[src/rtl/ppu_cpu_write_port.sv]
// CPU-side write port for the PPU register block ($2000-$2007).
// Define PPU_REG_MIRROR_EN to decode the whole $2000-$3FFF mirror range.
module ppu_cpu_write_port (
  input  logic        clk,
  input  logic        rst,
  input  logic [15:0] cpu_addr,
  input  logic [7:0]  cpu_data,
  input  logic        cpu_write,
  input  logic        cpu_read,
  output logic [7:0]  ppu_ctrl0,
  output logic [7:0]  ppu_ctrl1,
  output logic [7:0]  oam_addr,
  output logic        oam_wr_en,
  output logic [7:0]  oam_wr_addr,
  output logic [7:0]  oam_wr_data,
  output logic [7:0]  scroll_x,
  output logic [7:0]  scroll_y,
  output logic [13:0] vram_addr,
  output logic        vram_wr_req,
  output logic [13:0] vram_wr_addr,
  output logic [7:0]  vram_wr_data,
  input  logic        vram_wr_ack,
  output logic        write_toggle,
  output logic        vram_wr_overrun
);

  localparam logic [2:0] REG_CTRL0  = 3'd0;
  localparam logic [2:0] REG_CTRL1  = 3'd1;
  localparam logic [2:0] REG_OAMADR = 3'd3;
  localparam logic [2:0] REG_OAMDAT = 3'd4;
  localparam logic [2:0] REG_SCROLL = 3'd5;
  localparam logic [2:0] REG_VADDR  = 3'd6;
  localparam logic [2:0] REG_VDATA  = 3'd7;
  localparam logic [2:0] REG_STATUS = 3'd2;

  logic        cpu_write_q;
  logic [7:0]  ppu_ctrl0_q, ppu_ctrl0_d;
  logic [7:0]  ppu_ctrl1_q, ppu_ctrl1_d;
  logic [7:0]  oam_addr_q, oam_addr_d;
  logic        oam_wr_en_q, oam_wr_en_d;
  logic [7:0]  oam_wr_addr_q, oam_wr_addr_d;
  logic [7:0]  oam_wr_data_q, oam_wr_data_d;
  logic [7:0]  scroll_x_q, scroll_x_d;
  logic [7:0]  scroll_y_q, scroll_y_d;
  logic [13:0] vram_addr_q, vram_addr_d;
  logic        vram_wr_req_q, vram_wr_req_d;
  logic [13:0] vram_wr_addr_q, vram_wr_addr_d;
  logic [7:0]  vram_wr_data_q, vram_wr_data_d;
  logic        toggle_q, toggle_d;
  logic        overrun_q, overrun_d;

  logic        hit;
  logic        wr_pulse;
  logic        rd_clear;
  logic [2:0]  sel;
  logic [13:0] vram_step;

`ifdef PPU_REG_MIRROR_EN
  assign hit = (cpu_addr[15:13] == 3'b001);
`else
  assign hit = (cpu_addr[15:3] == 13'h0400);
`endif

  assign sel       = cpu_addr[2:0];
  assign wr_pulse  = cpu_write & ~cpu_write_q & hit;
  assign rd_clear  = cpu_read & hit & (sel == REG_STATUS);
  assign vram_step = ppu_ctrl0_q[2] ? 14'd32 : 14'd1;

  always_comb begin
    ppu_ctrl0_d    = ppu_ctrl0_q;
    ppu_ctrl1_d    = ppu_ctrl1_q;
    oam_addr_d     = oam_addr_q;
    oam_wr_en_d    = 1'b0;
    oam_wr_addr_d  = oam_wr_addr_q;
    oam_wr_data_d  = oam_wr_data_q;
    scroll_x_d     = scroll_x_q;
    scroll_y_d     = scroll_y_q;
    vram_addr_d    = vram_addr_q;
    vram_wr_req_d  = vram_wr_req_q;
    vram_wr_addr_d = vram_wr_addr_q;
    vram_wr_data_d = vram_wr_data_q;
    toggle_d       = toggle_q;
    overrun_d      = overrun_q;

    if (vram_wr_req_q && vram_wr_ack) begin
      vram_wr_req_d = 1'b0;
    end

    if (wr_pulse) begin
      case (sel)
        REG_CTRL0:  ppu_ctrl0_d = cpu_data;
        REG_CTRL1:  ppu_ctrl1_d = cpu_data;
        REG_OAMADR: oam_addr_d  = cpu_data;
        REG_OAMDAT: begin
          oam_wr_en_d   = 1'b1;
          oam_wr_addr_d = oam_addr_q;
          oam_wr_data_d = cpu_data;
          oam_addr_d    = oam_addr_q + 8'd1;
        end
        REG_SCROLL: begin
          if (!toggle_q) scroll_x_d = cpu_data;
          else           scroll_y_d = cpu_data;
          toggle_d = ~toggle_q;
        end
        REG_VADDR: begin
          if (!toggle_q) vram_addr_d[13:8] = cpu_data[5:0];
          else           vram_addr_d[7:0]  = cpu_data;
          toggle_d = ~toggle_q;
        end
        REG_VDATA: begin
          // An ack in the same cycle frees the slot, so the new write is taken.
          if (!vram_wr_req_q || vram_wr_ack) begin
            vram_wr_addr_d = vram_addr_q;
            vram_wr_data_d = cpu_data;
            vram_wr_req_d  = 1'b1;
            vram_addr_d    = vram_addr_q + vram_step;
          end else begin
            overrun_d = 1'b1;
          end
        end
        default: ;
      endcase
    end

    // Status read wins over a same-cycle toggle flip.
    if (rd_clear) begin
      toggle_d = 1'b0;
    end
  end

  always_ff @(posedge clk or negedge rst) begin
    if (!rst) begin
      cpu_write_q    <= 1'b0;
      ppu_ctrl0_q    <= '0;
      ppu_ctrl1_q    <= '0;
      oam_addr_q     <= '0;
      oam_wr_en_q    <= 1'b0;
      oam_wr_addr_q  <= '0;
      oam_wr_data_q  <= '0;
      scroll_x_q     <= '0;
      scroll_y_q     <= '0;
      vram_addr_q    <= '0;
      vram_wr_req_q  <= 1'b0;
      vram_wr_addr_q <= '0;
      vram_wr_data_q <= '0;
      toggle_q       <= 1'b0;
      overrun_q      <= 1'b0;
    end else begin
      cpu_write_q    <= cpu_write;
      ppu_ctrl0_q    <= ppu_ctrl0_d;
      ppu_ctrl1_q    <= ppu_ctrl1_d;
      oam_addr_q     <= oam_addr_d;
      oam_wr_en_q    <= oam_wr_en_d;
      oam_wr_addr_q  <= oam_wr_addr_d;
      oam_wr_data_q  <= oam_wr_data_d;
      scroll_x_q     <= scroll_x_d;
      scroll_y_q     <= scroll_y_d;
      vram_addr_q    <= vram_addr_d;
      vram_wr_req_q  <= vram_wr_req_d;
      vram_wr_addr_q <= vram_wr_addr_d;
      vram_wr_data_q <= vram_wr_data_d;
      toggle_q       <= toggle_d;
      overrun_q      <= overrun_d;
    end
  end

  assign ppu_ctrl0       = ppu_ctrl0_q;
  assign ppu_ctrl1       = ppu_ctrl1_q;
  assign oam_addr        = oam_addr_q;
  assign oam_wr_en       = oam_wr_en_q;
  assign oam_wr_addr     = oam_wr_addr_q;
  assign oam_wr_data     = oam_wr_data_q;
  assign scroll_x        = scroll_x_q;
  assign scroll_y        = scroll_y_q;
  assign vram_addr       = vram_addr_q;
  assign vram_wr_req     = vram_wr_req_q;
  assign vram_wr_addr    = vram_wr_addr_q;
  assign vram_wr_data    = vram_wr_data_q;
  assign write_toggle    = toggle_q;
  assign vram_wr_overrun = overrun_q;

endmodule
[config.mk]
export PLATFORM = sky130hd
export DESIGN_NAME = ppu_cpu_write_port
export DESIGN_NICKNAME = d
export VERILOG_FILES = /design/src/rtl/ppu_cpu_write_port.sv
export SDC_FILE = /design/constraint.sdc
export NUM_CORES = 1
export LEC_CHECK = 0
export CAP_MARGIN = 15
export CORE_UTILIZATION = 36
export DETAILED_ROUTE_END_ITERATION = 7
export PLACE_DENSITY = 0.71
export SLEW_MARGIN = 5
export SYNTH_ARGS = -nofsm -noshare
export SYNTH_HDL_FRONTEND = slang
export SYNTH_SLANG_ARGS = --single-unit
[constraint.sdc]
create_clock -name clk -period 2.5 [get_ports clk]
set_input_delay 0.25 -clock clk [delete_from_list [all_inputs] [get_ports clk]]
set_output_delay 0.25 -clock clk [all_outputs]
set_load 0.02 [all_outputs]
==> results of run 1 <==
[logic make-up after synthesis]
logic type	after synthesis
mux	74
simple gates	97
xor+xnor	1
compound gates	70
flops	97
fa+ha+maj	4
buf+inv	20
[power by group through the flow]
| stage | registers, mW | clock network [mW] | logic (mW) |
|---|---|---|---|
| global placement | 1.60 | 0 | 0.172 |
| floorplan | 1.60 | 0 | 0.0547 |
| global route | 1.57 | 1.46 | 0.193 |
| CTS | 1.57 | 1.39 | 0.178 |
| finish | 1.57 | 1.35 | 0.175 |
| detailed placement | 1.60 | 0 | 0.176 |
[path summary, 6_finish.rpt]
path / endpoint / slack [ps]
min in group clk: cpu_write_q$_DFF_PN0_ / 410
worst min-delay path: vram_addr[11]$_DFFE_PN0P_ / 330
worst max register to register: vram_addr[6]$_DFFE_PN0P_ / 430
max in group asynchronous: oam_addr[0]$_DFFE_PN0P_ / 1460
worst min register to register: vram_wr_addr[7]$_DFFE_PN0P_ / 510
worst max-delay path: vram_addr[6]$_DFFE_PN0P_ / 430
[placed cells by master, fill, tap and decap left out, drive strengths merged, types with 2 or more instances in the layout]
master         count
nand4              4
buf               18
inv                4
or2                3
nor2              15
clkdlybuf4s50    123
nor4b              3
ha                 4
nor4               2
and3               7
o21ai             19
or4                2
a21oi             28
clkbuf            12
nand3             14
nand2b             6
and4               2
a31oi              3
mux2i              4
a2bb2oi            2
o22ai              8
clkinvlp           2
nor2b              2
o22a               3
mux2              70
or3                2
nor3               5
nand2             26
dfrtp             97
[cell type report]
type,instances,area (um2),share of cell area [%]
Clock inverter,4,53.80,0.8428
Tap cell,168,210.2,3.293
Inverter,4,15.01,0.2352
Timing Repair Buffer,142,1414,22.15
Clock buffer,12,236.5,3.704
Sequential cell,97,2427,38.02
Multi-Input combinational cell,246,2027,31.75
[repair_timing]
action                     in CTS  in global routing
hold endpoints to repair       20                  0
hold buffers                    1                  0
setup endpoints to repair       0                  0
[registers in the layout (all words and copies together), names as in the netlist]
signal / flops
write_toggle: 1
vram_addr: 14
oam_wr_en: 1
vram_wr_data: 8
cpu_write_q: 1
vram_wr_req: 1
ppu_ctrl0: 8
oam_wr_data: 8
vram_wr_overrun: 1
scroll_y: 8
oam_addr: 8
vram_wr_addr: 14
oam_wr_addr: 8
ppu_ctrl1: 8
scroll_x: 8
[through the flow]
step | cell area, um2 | util (%)
2_1_floorplan | 4597 | -
3_3_place_gp | 6083 | 49.82
3_5_place_dp | 6083 | 49.82
4_1_cts | 6384 | 52.27
5_1_grt | 6384 | 52.27
6_report | 6384 | 52.27
[metal layers]
layer	up-vias	part of all wire (%)
li1	1593	-
met1	1763	43
met2	108	51
met3	11	4.7
met4	0	1.3
met5	-	0
[worst max-delay path, delay by kind of cell, from the launching register on]
kind	cells	cell delay, ps
AOI/OAI and AO/OA	3	640
and+or+nand+nor	2	440
adders and majority gates	2	430
DFF	1	380
buffers and inverters	1	70
==> results.md, run 1 <==
* Status: finished clean
* CTS resizes at 0
* Final wirelength at 11.54 mm
* Area share of fa/ha/maj cells after synthesis at 1.089%
* Sink Count at 97
* Design Power at 3.101 mW
* FILL cells at 1098
* Setup bufs post-CTS at 0
* Final nets at 533
* Logic pwr share at 5.6%
* Slowest CP cell: dfrtp_1
* Worst-Margin Slew at 591.2 ps
* Drt pass-1 iters at 4
* Synth Area in Compound Gates at 8.846%
* IO Port Bufs at 124
* Root Buffer: clkbuf_16
* Post-synth EDFFs at 0
* Net Sw Power at 682.1 uW
* Final GP Congestion at 0.8118
* H-tree Lvls at 3
* Final Setup Violations at 0
* GR Util met1 at 22.76%
* Most common cell in the netlist: dfrtp_1
* Yosys top cell by area: dfrtp_1
* GRT busiest layer: met2
* Initial Util at 37.64%
* Fmax at 484.3 MHz
* Layout area overhead at 38.87%
* Max Fanout on Critical Path at 5
* Hold WS at 331.5 ps
* FFs w/ async S/R, synth at 100.0%
* Cell mode on critical path: ha_1
* Synth top cells by count: 97 x dfrtp_1, 42 x mux2_2, 28 x a21oi_1, 28 x mux2_4, 26 x nand2_1
* CTS max path bufs at 2
* CP startpoint kind: register
* Core Rows at 40
* Antenna violations before repair at 0
* Place WS at 114.3 ps
* Setup crit start: ppu_ctrl0[2]$_DFFE_PN0P_
* Num CTS Buffers at 9
* GR Layer Usage met2 at 31.65%
* Clock slew at reported path FFs at 70 ps
* Worst vdd ir at 0.0003148 V
* Final HPWL DP at 8.073 mm
* Post-synth top area share at 52.80%
* Clock share of power at 43.7%
* First-pass GRT wire length at 18.57 mm
* Xor-xnor portion of the synthesized cell area at 0.1905%
* Synth Area in Simple Gates at 13.66%
* Reg2Reg Depth at 8
* Cells after Synth at 363
* Met3 usage at 4.533%
* Tmin final at 2065 ps
* Die Span X at 115 um
* Largest net degree at the start of global routing at 78
* Main flop type after synthesis: dfrtp_1
* Total gr overflow at 0
* CTS tree: done
* DRC violations left at 0
* Max Slew Vio Count at 0
* Unrepaired setup endpoints after global routing: false
* Post-synth net total at 396
* Ant. Diodes at 0
* Synth Cell Area at 4597 um2
* Setup Crit Path Kind: reg2reg
* Setup Skew at 7.613 ps
* Cell area power density at 485.7 nW/um2
* DRT antenna net count at 0
* Synthesized area per cell at 12.66 um2
* Sequential share of power at 50.7%
* RR Startpoint: ppu_ctrl0[2]$_DFFE_PN0P_
* Die area at 13230 um2
* Clk_lat worst skew at 340 ps
* Largest cells by area after synthesis: dfrtp_1 53%, mux2_2 10%, mux2_4 9.1%
* Worst Hold Class: in2async
* Vias per std cell at 5.163
* Fin. Hold Viols at 0
* Sw frac at 22.00%
* Worst path cell trace: inv_1 -> ha_1 -> ha_1 -> and3_1 -> a31oi_1 -> nand2b_1 -> a2bb2oi_1 -> o22ai_1
* Data arrival, critical path at 2290 ps
* WP data required at 2720 ps
* Post-synthesis sequential area ratio at 52.80%
* Worst Slack Setup Final at 435.0 ps
* Max incr delay on CP at 380 ps
* Seq cells post-synth at 97
* Post-Layout Cell Count at 673
* Initial drt markers at 179
* Share of cells above drive strength 1 at 23.17%
* Slew margin rel. at 60.47%
* Internal power at 2.418 mW
* Setup TNS at 0 ps
* Die Y-Extent at 115 um
* Max cap viols at 0
* Core area at 12210 um2
* WL/cell at 17.15 um
* Leak Pwr at 2.837 nW
* Ys Warns at 0
* Placed cell count at 656
* Vias in the first global route at 3513
* Ports at 125
* Main combinational cell family by area after synthesis: multiplexers
* Crit end category: register
* Final period util at 82.60%
* Routed vias at 3475
* Total global-route track usage at 18.36%
* Distinct cell type count after synthesis at 53
* Post-synthesis mux area share at 20.30%
(Power assumes the default switching activity.)
==> inputs of run 2 (changes only) <==
- clock period: 2.5 -> 2.15 ns (I/O delays scaled with it)
==> results.md, run 2 (synthesis results as in run 1) <==
* Fin. Hold Viols at 0 (unchanged)
* Initial Util at 37.64% (unchanged)
* Layout area overhead at 43.36%
* Die area at 13230 um2 (unchanged)
* Fin util at 53.97% (+1.7 points)
* CTS max path bufs at 2 (unchanged)
* Worst-Margin Slew at 550.1 ps (-41.03 ps)
* Setup Skew at 2.612 ps (-5.002 ps)
* Worst path bufs/invs at 1 (unchanged)
* Final Instance Area at 6590 um2 (+3.2%)
* Die Span X at 115 um (unchanged)
* IO Port Bufs at 124 (unchanged)
* Ports at 125 (unchanged)
* Final wirelength at 11.77 mm (+2.0%)
* Internal power at 2.935 mW (+21%)
* Sink Count at 97 (unchanged)
* Data arrival, critical path at 2180 ps (-110 ps)
* DRC violations left at 0 (unchanged)
* Slowest CP cell: dfrtp_1
* WL/cell at 17.06 um (-0.53%)
* CP top delay family: simple AND/OR/NAND/NOR gates
* Leak Pwr at 2.956 nW (+4.2%)
* DRT antenna net count at 0 (unchanged)
* Total gr overflow at 0 (unchanged)
* Ant. Diodes at 0 (unchanged)
* Num CTS Buffers at 9 (unchanged)
* Core area at 12210 um2 (unchanged)
* Vias in the first global route at 3595 (+2.3%)
* CP startpoint kind: register
* Worst vdd ir at 0.0004567 V (+45%)
* Initial drt markers at 169 (-5.6%)
* Clock share of power at 45.7% (+2.0 points)
* FILL cells at 1095 (-0.27%)
* H-tree Lvls at 3 (unchanged)
* Vias per std cell at 5.017 (-2.8%)
* Most frequent cells in the layout: 123 x clkdlybuf4s50_1, 97 x dfrtp_1, 42 x mux2_2
* Unrepaired setup endpoints after global routing: false
* Net Sw Power at 827.2 uW (+21%)
* Setup Crit Path Kind: reg2reg
* Routed vias at 3462 (-0.37%)
* Post-Layout Cell Count at 690 (+2.5%)
* Multi-input gate area at 2027 um2 (unchanged)
* Final Setup Violations at 0 (unchanged)
* Final nets at 550 (+3.2%)
* Fmax at 514.0 MHz (+6.1%)
* Max Slew Vio Count at 0 (unchanged)
* Drt pass-1 iters at 4 (unchanged)
* Clock slew at reported path FFs at 70 ps (about the same)
* Flip-flop and latch area at 2427 um2 (unchanged)
* CTS tree: done
* Tmin final at 1945 ps (-119.6 ps)
* Clk_lat worst skew at 350 ps (about the same)
* Final GP Congestion at 0.8357 (+2.9%)
* Max incr delay on CP at 410 ps (+30 ps)
* Final HPWL DP at 8.363 mm (+3.6%)
* First-pass GRT wire length at 18.98 mm (+2.2%)
* Worst path cell trace: nor4b_4 -> nand4_4 -> or2_4 -> nor2_8 -> buf_12 -> mux2_4
* Total global-route track usage at 18.99% (+0.63 points)
* Root Buffer: clkbuf_16
* Die Y-Extent at 115 um (unchanged)
* Max cap viols at 0 (unchanged)
* Commonest non-fill, non-tap cell in the layout: clkdlybuf4s50_1
* Placed cell count at 673 (+2.6%)
* Final period util at 90.49% (+7.9 points)
* WP data required at 2380 ps (-340 ps)
* Place WS at -144.1 ps (-258.3 ps)
* Sw frac at 21.99% (about the same)
* Cell area power density at 570.9 nW/um2 (+18%)
* Share of cells above drive strength 1 at 26.25% (+3.1 points)
* Max Fanout on Critical Path at 17 (+12)
* Status: finished clean
* Antenna violations before repair at 0 (unchanged)
* Core Rows at 40 (unchanged)
* DP Area at 6261 um2 (+2.9%)
* Sequential share of power at 48.6% (-2.1 points)
* Worst Hold Class: in2async
* Logic pwr share at 5.8% (+0.2 points)
* Crit end category: register
* Slew margin rel. at 63.21% (+2.7 points)
* Hold WS at 364.7 ps (+33.21 ps)
* Worst Slack Setup Final at 204.6 ps (-230.4 ps)
* Largest net degree at the start of global routing at 43 (-45%)
-- run 2: cell count changes in the layout (fill, tap and decap cells not counted), sizes merged --
cell,before,now
inv,4,5
bufinv,1,2
buf,18,35
clkinv,1,2
clkbuf,12,9
-- run 2: worst paths after layout --
| kind | start | endpoint | slack [ps] | depth (start not counted) |
|---|---|---|---|---|
| worst max-delay path | cpu_write_q$_DFF_PN0_ | vram_wr_data[3]$_DFFE_PN0P_ | 200 | 6 |
| worst min-delay path | rst | vram_wr_addr[8]$_DFFE_PN0P_ | 360 | 2 |
| worst max register to register | cpu_write_q$_DFF_PN0_ | vram_wr_data[3]$_DFFE_PN0P_ | 200 | 6 |
| worst min register to register | vram_wr_overrun$_DFFE_PN0P_ | vram_wr_overrun$_DFFE_PN0P_ | 480 | 1 |
| max in group asynchronous | rst | scroll_y[3]$_DFFE_PN0P_ | 1100 | 3 |
| min in group clk | cpu_write | cpu_write_q$_DFF_PN0_ | 370 | 1 |
-- run 2: cell type report --
| type | count | share of cell area, % |
|---|---|---|
| Timing Repair Buffer | 159 | 24.15 |
| Tap cell | 168 | 3.190 |
| Sequential cell | 97 | 36.83 |
| Inverter | 4 | 0.2278 |
| Multi-Input combinational cell | 246 | 30.76 |
| Clock buffer | 9 | 3.418 |
| Clock inverter | 7 | 1.424 |
-- run 2: what timing repair did --
item                      CTS  global route
resized for setup           0             0
hold endpoints to repair   32             0
buffers inserted            0             0
hold buffers                1             0
-- run 2: routing by layer --
layer	share of wire, %	vias to the layer above	GRT usage [%]
met5	0	-	0
met3	4.4	18	4.744
li1	-	1628	-
met1	43	1716	23.40
met2	50	100	32.25
met4	2.2	0	6.926
-- run 2: power groups by stage --
stage	Sequential, mW	Combinational [mW]	Clock (mW)
finish	1.83	0.216	1.72
global route	1.83	0.239	1.83
CTS	1.83	0.220	1.77
detailed placement	1.86	0.219	0
global placement	1.86	0.212	0
floorplan	1.86	0.0636	0
-- run 2: stage by stage --
stage / TNS (ps) / total power [mW]
3_3_place_gp: -5021 / 2.074
6_report: 0 / 3.762
2_1_floorplan: 0 / 1.926
3_5_place_dp: -7655 / 2.081
4_1_cts: 0 / 3.818
5_1_grt: 0 / 3.890
-- run 2: worst register-to-register path: stages, from the launching register on --
cell and delay [ps]:
dfrtp_1 410, nor4b_4 350, nand4_4 160, or2_4 300
nor2_8 110, buf_12 180, mux2_4 330
==> inputs of run 3 (changes only) <==
- GPL_TIMING_DRIVEN: default -> 1
==> results of run 3 <==
Same layout as run 2: the final DEF is identical, and so are final timing and power.
